--- config.mk ---
export PLATFORM = sky130hd
export DESIGN_NAME = sd_cmd_tx
export DESIGN_NICKNAME = d
export VERILOG_FILES = /design/src/rtl/sd_pkg.sv /design/src/rtl/sd_crc7.sv /design/src/rtl/sd_cmd_tx.sv
export SDC_FILE = /design/constraint.sdc
export NUM_CORES = 1
export LEC_CHECK = 0
export ABC_AREA = 1
export CAP_MARGIN = 5
export CORE_ASPECT_RATIO = 1.1
export CORE_MARGIN = 3
export CORE_UTILIZATION = 24
export DETAILED_ROUTE_END_ITERATION = 10
export GPL_TIMING_DRIVEN = 0
export PLACE_DENSITY = 0.42
export SLEW_MARGIN = 20
export SYNTH_ARGS = -nofsm -noshare
export SYNTH_HDL_FRONTEND = slang
export SYNTH_SLANG_ARGS = --single-unit
--- constraint.sdc ---
create_clock -name hclk -period 2.9 [get_ports hclk]
set_input_delay 0.58 -clock hclk [delete_from_list [all_inputs] [get_ports hclk]]
set_output_delay 0.58 -clock hclk [all_outputs]
set_load 0.01 [all_outputs]
--- src/rtl/sd_pkg.sv ---
// Shared SD command-path definitions: frame geometry, CRC7 polynomial, transmitter
// state encoding and a single-bit CRC7 update used by both CMD transmit and receive.
package sd_pkg;

    localparam int         SD_CMD_FRAME_BITS   = 48;
    // Bits b47..b8 are covered by the CRC; the last 8 are CRC7 plus the end bit.
    localparam int         SD_CMD_PAYLOAD_BITS = SD_CMD_FRAME_BITS - 8;
    localparam logic [6:0] SD_CRC7_POLY        = 7'h09;

    localparam logic [2:0] ST_IDLE_ENC    = 3'd0;
    localparam logic [2:0] ST_SEND_ENC    = 3'd1;
    localparam logic [2:0] ST_CRC_ENC     = 3'd2;
    localparam logic [2:0] ST_END_ENC     = 3'd3;
    localparam logic [2:0] ST_RELEASE_ENC = 3'd4;
    localparam logic [2:0] ST_NCC_ENC     = 3'd5;

    typedef enum logic [2:0] {
        ST_IDLE    = ST_IDLE_ENC,
        ST_SEND    = ST_SEND_ENC,
        ST_CRC     = ST_CRC_ENC,
        ST_END     = ST_END_ENC,
        ST_RELEASE = ST_RELEASE_ENC,
        ST_NCC     = ST_NCC_ENC
    } tx_state_t;

    function automatic logic [6:0] crc7_step(input logic [6:0] crc, input logic din);
        logic fb;
        fb = din ^ crc[6];
        return {crc[5:0], 1'b0} ^ (fb ? SD_CRC7_POLY : 7'h00);
    endfunction

endpackage

--- src/rtl/sd_crc7.sv ---
// Serial CRC7 (x^7 + x^3 + 1) accumulator, one data bit per enabled clock.
// Shared between the CMD transmitter and the response receiver.
module sd_crc7
    import sd_pkg::*;
(
    input  logic       clk,
    input  logic       rst,
    input  logic       clear,
    input  logic       enable,
    input  logic       data_in,
    output logic [6:0] crc
);

    logic [6:0] crc_reg;

    always_ff @(posedge clk or posedge rst) begin
        if (rst) begin
            crc_reg <= 7'h00;
        end else if (clear) begin
            crc_reg <= 7'h00;
        end else if (enable) begin
            crc_reg <= crc7_step(crc_reg, data_in);
        end
    end

    assign crc = crc_reg;

endmodule

--- src/rtl/sd_cmd_tx.sv ---
// SD CMD-line transmitter: serialises a 48-bit command frame one bit per SD clock tick,
// then idles the line for NCC_CYCLES ticks before pulsing cmd_done.
module sd_cmd_tx
    import sd_pkg::*;
#(
    parameter int NCC_CYCLES = 8
) (
    input  logic        hclk,
    input  logic        hrst,
    input  logic        sd_clk_tick,
    input  logic        cmd_start,
    input  logic [5:0]  cmd_index,
    input  logic [31:0] cmd_arg,
    output logic        cmd_busy,
    output logic        cmd_done,
    output logic        sd_cmd_out,
    output logic        sd_cmd_oe
);

    tx_state_t   state_reg, state_next;
    logic [5:0]  bit_cnt_reg, bit_cnt_next;
    logic [7:0]  ncc_cnt_reg, ncc_cnt_next;
    logic [37:0] shift_reg, shift_next;
    logic        out_reg, out_next;
    logic        oe_reg, oe_next;
    logic        busy_reg, busy_next;
    logic        done_reg, done_next;

    logic        crc_clear;
    logic        crc_enable;
    logic        send_bit;
    logic [6:0]  crc;

    sd_crc7 u_crc7 (
        .clk     (hclk),
        .rst     (hrst),
        .clear   (crc_clear),
        .enable  (crc_enable),
        .data_in (send_bit),
        .crc     (crc)
    );

    always_ff @(posedge hclk or posedge hrst) begin
        if (hrst) begin
            state_reg   <= ST_IDLE;
            bit_cnt_reg <= 6'd0;
            ncc_cnt_reg <= 8'd0;
            shift_reg   <= 38'd0;
            out_reg     <= 1'b1;
            oe_reg      <= 1'b0;
            busy_reg    <= 1'b0;
            done_reg    <= 1'b0;
        end else begin
            state_reg   <= state_next;
            bit_cnt_reg <= bit_cnt_next;
            ncc_cnt_reg <= ncc_cnt_next;
            shift_reg   <= shift_next;
            out_reg     <= out_next;
            oe_reg      <= oe_next;
            busy_reg    <= busy_next;
            done_reg    <= done_next;
        end
    end

    // Start and direction bits are constants; only index/arg live in the shift register.
    always_comb begin
        send_bit = shift_reg[37];
        if (bit_cnt_reg == 6'd0) begin
            send_bit = 1'b0;
        end else if (bit_cnt_reg == 6'd1) begin
            send_bit = 1'b1;
        end
    end

    always_comb begin
        state_next   = state_reg;
        bit_cnt_next = bit_cnt_reg;
        ncc_cnt_next = ncc_cnt_reg;
        shift_next   = shift_reg;
        out_next     = out_reg;
        oe_next      = oe_reg;
        busy_next    = busy_reg;
        done_next    = 1'b0;
        crc_clear    = 1'b0;
        crc_enable   = 1'b0;

        case (state_reg)
            ST_IDLE: begin
                // busy_reg is still high in the cmd_done cycle, which blocks a same-cycle restart.
                busy_next = 1'b0;
                out_next  = 1'b1;
                oe_next   = 1'b0;
                if (cmd_start && !busy_reg) begin
                    shift_next   = {cmd_index, cmd_arg};
                    crc_clear    = 1'b1;
                    bit_cnt_next = 6'd0;
                    busy_next    = 1'b1;
                    state_next   = ST_SEND;
                end
            end
            ST_SEND: begin
                if (sd_clk_tick) begin
                    out_next   = send_bit;
                    oe_next    = 1'b1;
                    crc_enable = 1'b1;
                    if (bit_cnt_reg >= 6'd2) begin
                        shift_next = {shift_reg[36:0], 1'b0};
                    end
                    if (bit_cnt_reg == 6'(SD_CMD_PAYLOAD_BITS - 1)) begin
                        bit_cnt_next = 6'd0;
                        state_next   = ST_CRC;
                    end else begin
                        bit_cnt_next = bit_cnt_reg + 6'd1;
                    end
                end
            end
            ST_CRC: begin
                if (sd_clk_tick) begin
                    out_next = crc[3'd6 - bit_cnt_reg[2:0]];
                    if (bit_cnt_reg == 6'd6) begin
                        bit_cnt_next = 6'd0;
                        state_next   = ST_END;
                    end else begin
                        bit_cnt_next = bit_cnt_reg + 6'd1;
                    end
                end
            end
            ST_END: begin
                if (sd_clk_tick) begin
                    out_next   = 1'b1;
                    state_next = ST_RELEASE;
                end
            end
            ST_RELEASE: begin
                if (sd_clk_tick) begin
                    out_next     = 1'b1;
                    oe_next      = 1'b0;
                    ncc_cnt_next = 8'd1;
                    state_next   = ST_NCC;
                end
            end
            ST_NCC: begin
                if (sd_clk_tick) begin
                    if (ncc_cnt_reg == 8'(NCC_CYCLES)) begin
                        done_next  = 1'b1;
                        state_next = ST_IDLE;
                    end else begin
                        ncc_cnt_next = ncc_cnt_reg + 8'd1;
                    end
                end
            end
            default: begin
                state_next = ST_IDLE;
                out_next   = 1'b1;
                oe_next    = 1'b0;
                busy_next  = 1'b0;
            end
        endcase
    end

    assign cmd_busy   = busy_reg;
    assign cmd_done   = done_reg;
    assign sd_cmd_out = out_reg;
    assign sd_cmd_oe  = oe_reg;

endmodule

Word level (Yosys, flattened, before mapping)
Index checks and enable logic that the tools add are counted.

Output and inout port bits: 4. Input bits: 42. Word-level logic and storage cells: 101. Flip-flop bits (word level): 66.

Reduce and logical (&&, ||, !) cells: 17. Mux-type cells: 45. $add $sub $neg: 3. $lt $le $gt $ge: 2. Equality and inequality tests: 21. Bitwise gates (word level): 4.

Operator list (number): 38-bit 2-to-1 mux (3); 38-bit case mux with 2 select lines (1); 6-bit 2-to-1 mux (5); 3-bit 2-to-1 mux (9); 8-bit 2-to-1 mux (3); 2-bit inequality test (second input constant) (11); 3-bit case mux with 6 select lines (1); 6-bit case mux with 3 select lines (1); 8-bit case mux with 2 select lines (1); 4-bit AND reduction (4); 1-bit 2-to-1 mux (14); 7-bit 2-to-1 mux (2); 9-bit AND reduction (1); 8-bit by 1-bit adder with 8-bit output (second input constant) (1); 8-bit by 4-bit equality test with 1-bit output (second input constant) (1); 7-bit bitwise XOR (1); 6-bit by 1-bit adder with 6-bit output (second input constant) (1); 3-bit by 2-bit equality test with 1-bit output (second input constant) (2); 3-bit equality test (second input constant) (2); 6-bit by 1-bit equality test with 1-bit output (second input constant) (1); 6-bit by 3-bit equality test with 1-bit output (second input constant) (1); 6-bit equality test (second input constant) (1); 6-bit by 2-bit >= comparator with 1-bit output (second input constant) (1); 6-bit zero test (1); 20 further kinds (23).

Depth between registers and ports, before layout
Depth after elaboration: 8. Mapped depth: 12. Depth with buffers taken out: 10.

By module
From an unflattened synthesis, not the netlist that was laid out.

Cell total of the unflattened synthesis: 548. Area, all modules: 3802.4 um^2.

Modules (own cells, without submodules): sd_cmd_tx (seq. area each 1477.7 um^2, area each 3480.8 um^2, cells an instance 509, times used 1); sd_crc7 (seq. area each 175.2 um^2, area each 321.6 um^2, cells an instance 39, times used 1).

Worst setup path before layout
Ideal clock, no wire load.

Path kind: reg2reg. Start point: register bit_cnt_reg[0]. End point: register shift_reg[10]. Period minus slack after synthesis: 1.598 ns. Arrival time: 1.481 ns. Library setup time: 0.117 ns. Data required time: 2.783 ns. Buffers on the path: 2. Cell stages (with the launch flop): 9. Path slack: 1.302 ns. Cells stage by stage: dfrtp_1 inv_1 ha_1 nor3_1 o21ai_2 buf_4 buf_4 nand3_1 nand2_1.

Cells in the longest elaborated chain, start to end: 3.

Ends and longest elaborated chain: from (decl) (RTL line sd_cmd_tx.sv:21) `logic [5:0] bit_cnt_reg, bit_cnt_next;`; from (signal assigned) (RTL line sd_cmd_tx.sv:55) `bit_cnt_reg <= bit_cnt_next;`; 6-bit by 2-bit >= comparator with 1-bit output (RTL line sd_cmd_tx.sv:106) `if (bit_cnt_reg >= 6'd2) begin`; 2-bit inequality test (no line); 4-bit AND reduction (no line); to (signal assigned) (RTL line sd_cmd_tx.sv:57) `shift_reg <= shift_next;`; to (decl) (RTL line sd_cmd_tx.sv:23) `logic [37:0] shift_reg, shift_next;`.

Every way passes these cells. A chain may end at the register's enable or synchronous reset.

Worst setup path after layout
Start point: input port sd_clk_tick. End point: register shift_reg[7].

Cells in the longest elaborated chain, start to end: 2.

Ends and longest elaborated chain: from (decl) (RTL line sd_cmd_tx.sv:10) `input logic sd_clk_tick,`; 2-bit inequality test (no line); 4-bit AND reduction (no line).

Every way passes these cells.

==> metrics <==
number of buffers inserted by hold repair at cts 0; Die Height 137 µm; power density over the cells 1060 mW/mm²; routed length per instance 12.5 µm; gr ovfl total 0; met1 layer wirelength in the final routing 4.64 mm; via count of the first global-routing pass 3399; first-iteration detailed-routing DRC count 188; leading cell type in the layout, fill and taps excluded nand2_1; endpoints failing hold 0; chip width 125 µm; initial antenna violation count 0; synthesized netlist net count 576; number of slew-limit violations in the final report 0; number of distinct standard cells referenced by the synthesized netlist 28; mean area per synthesized cell 7.06 µm²; Vias 3443; largest net degree at the start of global routing 45; flip-flop count of the largest register, all copies and words added 38; outcome finished clean; Final period util 71.8%; Setup crit start sd_clk_tick; Detailed Place HPWL 6.90 mm; combinational fraction of design power 49.2%; total placed cells including tap cells 770; detailed-routed wire length on met3 372 µm; area of the die 0.0171 mm²; 1st-pass router iterations 6; Largest delay share family, worst path buffers and inverters; Critical Path Fanout Max 10; first-pass GRT wire length 16.7 mm; worst slew margin relative to its limit 67.3%; ordered cell list for the critical path clkdlybuf4s50_1 > clkinv_1 > nand2_1 > nand2_1 > inv_2 > clkbuf_1 > nand3_1 > nand2_1; worst path bufs/invs 4; drt total wl 9.78 mm; Finished Layout Cells 784; final cell utilization of the core 31.2%; endpoint kind of the worst setup timing path register; startpoint of the tightest hold check path shift_reg[32]; Top cell by count, worst path nand2_1; share of synthesized area occupied by flip-flops and latches 44.3%; RSZ-0062 raised after global routing no; clock edge transition at the registers on the reported setup and hold paths 0.05 ns; data arrival time of the critical path 2.35 ns; top layer reached by signal wires met4; post-route clock skew 0.00473 ns; number of nets at the end of the flow 633; required arrival time at the worst endpoint 3.17 ns; clock tree root driver cell clkbuf_16; CTS tree done; synthesized flop and latch total 66; last weighted congestion value of the routability-driven placer 0.810; slowest stage cell on the critical path clkdlybuf4s50_1; DRC 0; number of buffers on the longest clock path 2; final setup violation count 0; GRT Overall Usage 12.2%; H-tree Lvls 3; ANT cells 0; count of buffers added by post-CTS timing repair for setup 0; Area growth syn-to-layout 26.4%; number of placed I/O pins 46; clock latency of the later-clocked register in the worst-skew pair 0.33 ns; Port Buffer Count 45; number of sinks handled by clock tree synthesis 66; crit start category primary input; PnR Total Power 4.98 mW; max capacitance violation total 0; PostCTS Resize Cnt 0; warning count from the yosys run 0; total of fill cells in the finished design 1629; summed instance area of the synthesized netlist 0.00373 mm²; power share of the clock group 19.7%; r2r startpoint bit_cnt_reg[0]; Core Area 0.0151 mm²; post-synthesis cell count 528; ratio of cells with drive above 1 in the final layout 7.82%; leakage 2.39 nW; number of buffers added by the clock tree synthesis step 9; Setup TNS Final 0 ns; sw power 2.20 mW; Hold WC Path Type register to register; upper clock frequency limit 480 MHz; relative contribution of sequential cells to total power 31.1%; Switching Share 44.2%; Initial Utilization 24.7%; post-layout minimum cycle time 2.08 ns; commonest cells after routing, fill and taps aside 244 x nand2_1, 72 x nand3_1, 65 x dfrtp_1, 45 x clkdlybuf4s50_1, 32 x inv_1; worst voltage drop across the vdd grid 0.377 mV; design internal power 2.78 mW; routed vias/inst 4.39; slew at the pin closest to its max-slew limit 0.490 ns; routed length on met2 4.67 mm; Crit path largest cell delay 0.53 ns; Antenna Nets Post-Route 0; cell row count 47; type of the setup path with the least slack primary input to register
[power groups by stage]
stage | Combinational (mW) | Clock [mW] | Sequential [mW]
finish | 2.45 | 0.983 | 1.55
global route | 2.84 | 1.06 | 1.60
CTS | 2.50 | 1.02 | 1.55
detailed placement | 2.48 | 0 | 1.56
global placement | 2.46 | 0 | 1.55
floorplan | 1.83 | 0 | 1.51
[metal layers]
metal  global-route usage [%]  vias to the layer above
met1                     15.4                     1588
met3                     3.32                        4
met4                     4.34                        0
li1                         -                     1791
met2                     20.2                       60
met5                        0                        -
[through the flow]
stage / hold slack, ns / cell area [µm²] / worst slack (ns)
2_1_floorplan: 0.442 / 3730 / 0.667
3_3_place_gp: 0.454 / 4430 / -0.785
3_5_place_dp: 0.458 / 4460 / 0.436
4_1_cts: 0.472 / 4720 / 0.819
5_1_grt: 0.482 / 4720 / 0.637
6_report: 0.468 / 4720 / 0.817
[final timing paths]
path	endpoint	slack, ns	cells after the start
setup / recovery	shift_reg[7]	0.82	8
hold / removal	shift_reg[32]	0.47	2
setup reg to reg	shift_reg[7]	1.03	8
hold reg to reg	shift_reg[32]	0.47	2
max in group asynchronous	shift_reg[11]	1.80	3
min in group asynchronous	ncc_cnt_reg[7]	0.57	2
[cell families after synthesis]
| logic type | after synthesis | synth area share, % |
|---|---|---|
| compound gates | 40 | 5.80 |
| buf+inv | 61 | 7.85 |
| xor+xnor | 4 | 0.939 |
| fa+ha+maj | 6 | 2.01 |
| simple gates | 351 | 39.1 |
| flops | 66 | 44.3 |
[worst min-delay path: cells and delay by family (launching register included)]
| kind | cells | cell delay [ns] |
|---|---|---|
| AND/OR/NAND/NOR | 2 | 0.09 |
| flip-flops | 1 | 0.34 |
[Yosys cell counts, drive strengths merged]
cell,count,area (µm²)
or2,1,6.26
dfrtp,65,1630
clkbuf,4,15.0
o21ai,22,114
a21oi,11,55.1
xnor2,1,8.76
nand3b,1,7.51
clkinv,1,3.75
nand2,246,928
xor2,3,26.3
o211ai,3,22.5
inv,39,146
buf,17,128
ha,6,75.1
nor2,21,96.3
o22ai,4,25.0
nor3,3,15.0
nand4,7,43.8
nand3,72,360
dfstp,1,26.3
[final cells by class]
| cell class | instances | area [µm²] | share of cell area [%] |
|---|---|---|---|
| clock inverter | 3 | 17.5 | 0.371 |
| sequential | 66 | 1650 | 35.0 |
| multi-input combinational | 401 | 1780 | 37.8 |
| buffer | 21 | 143 | 3.02 |
| timing repair buffer | 46 | 478 | 10.1 |
| clock buffer | 11 | 243 | 5.15 |
| inverter | 40 | 153 | 3.24 |
| tap | 196 | 245 | 5.20 |
Note: power is estimated with default switching activity, not from simulation.
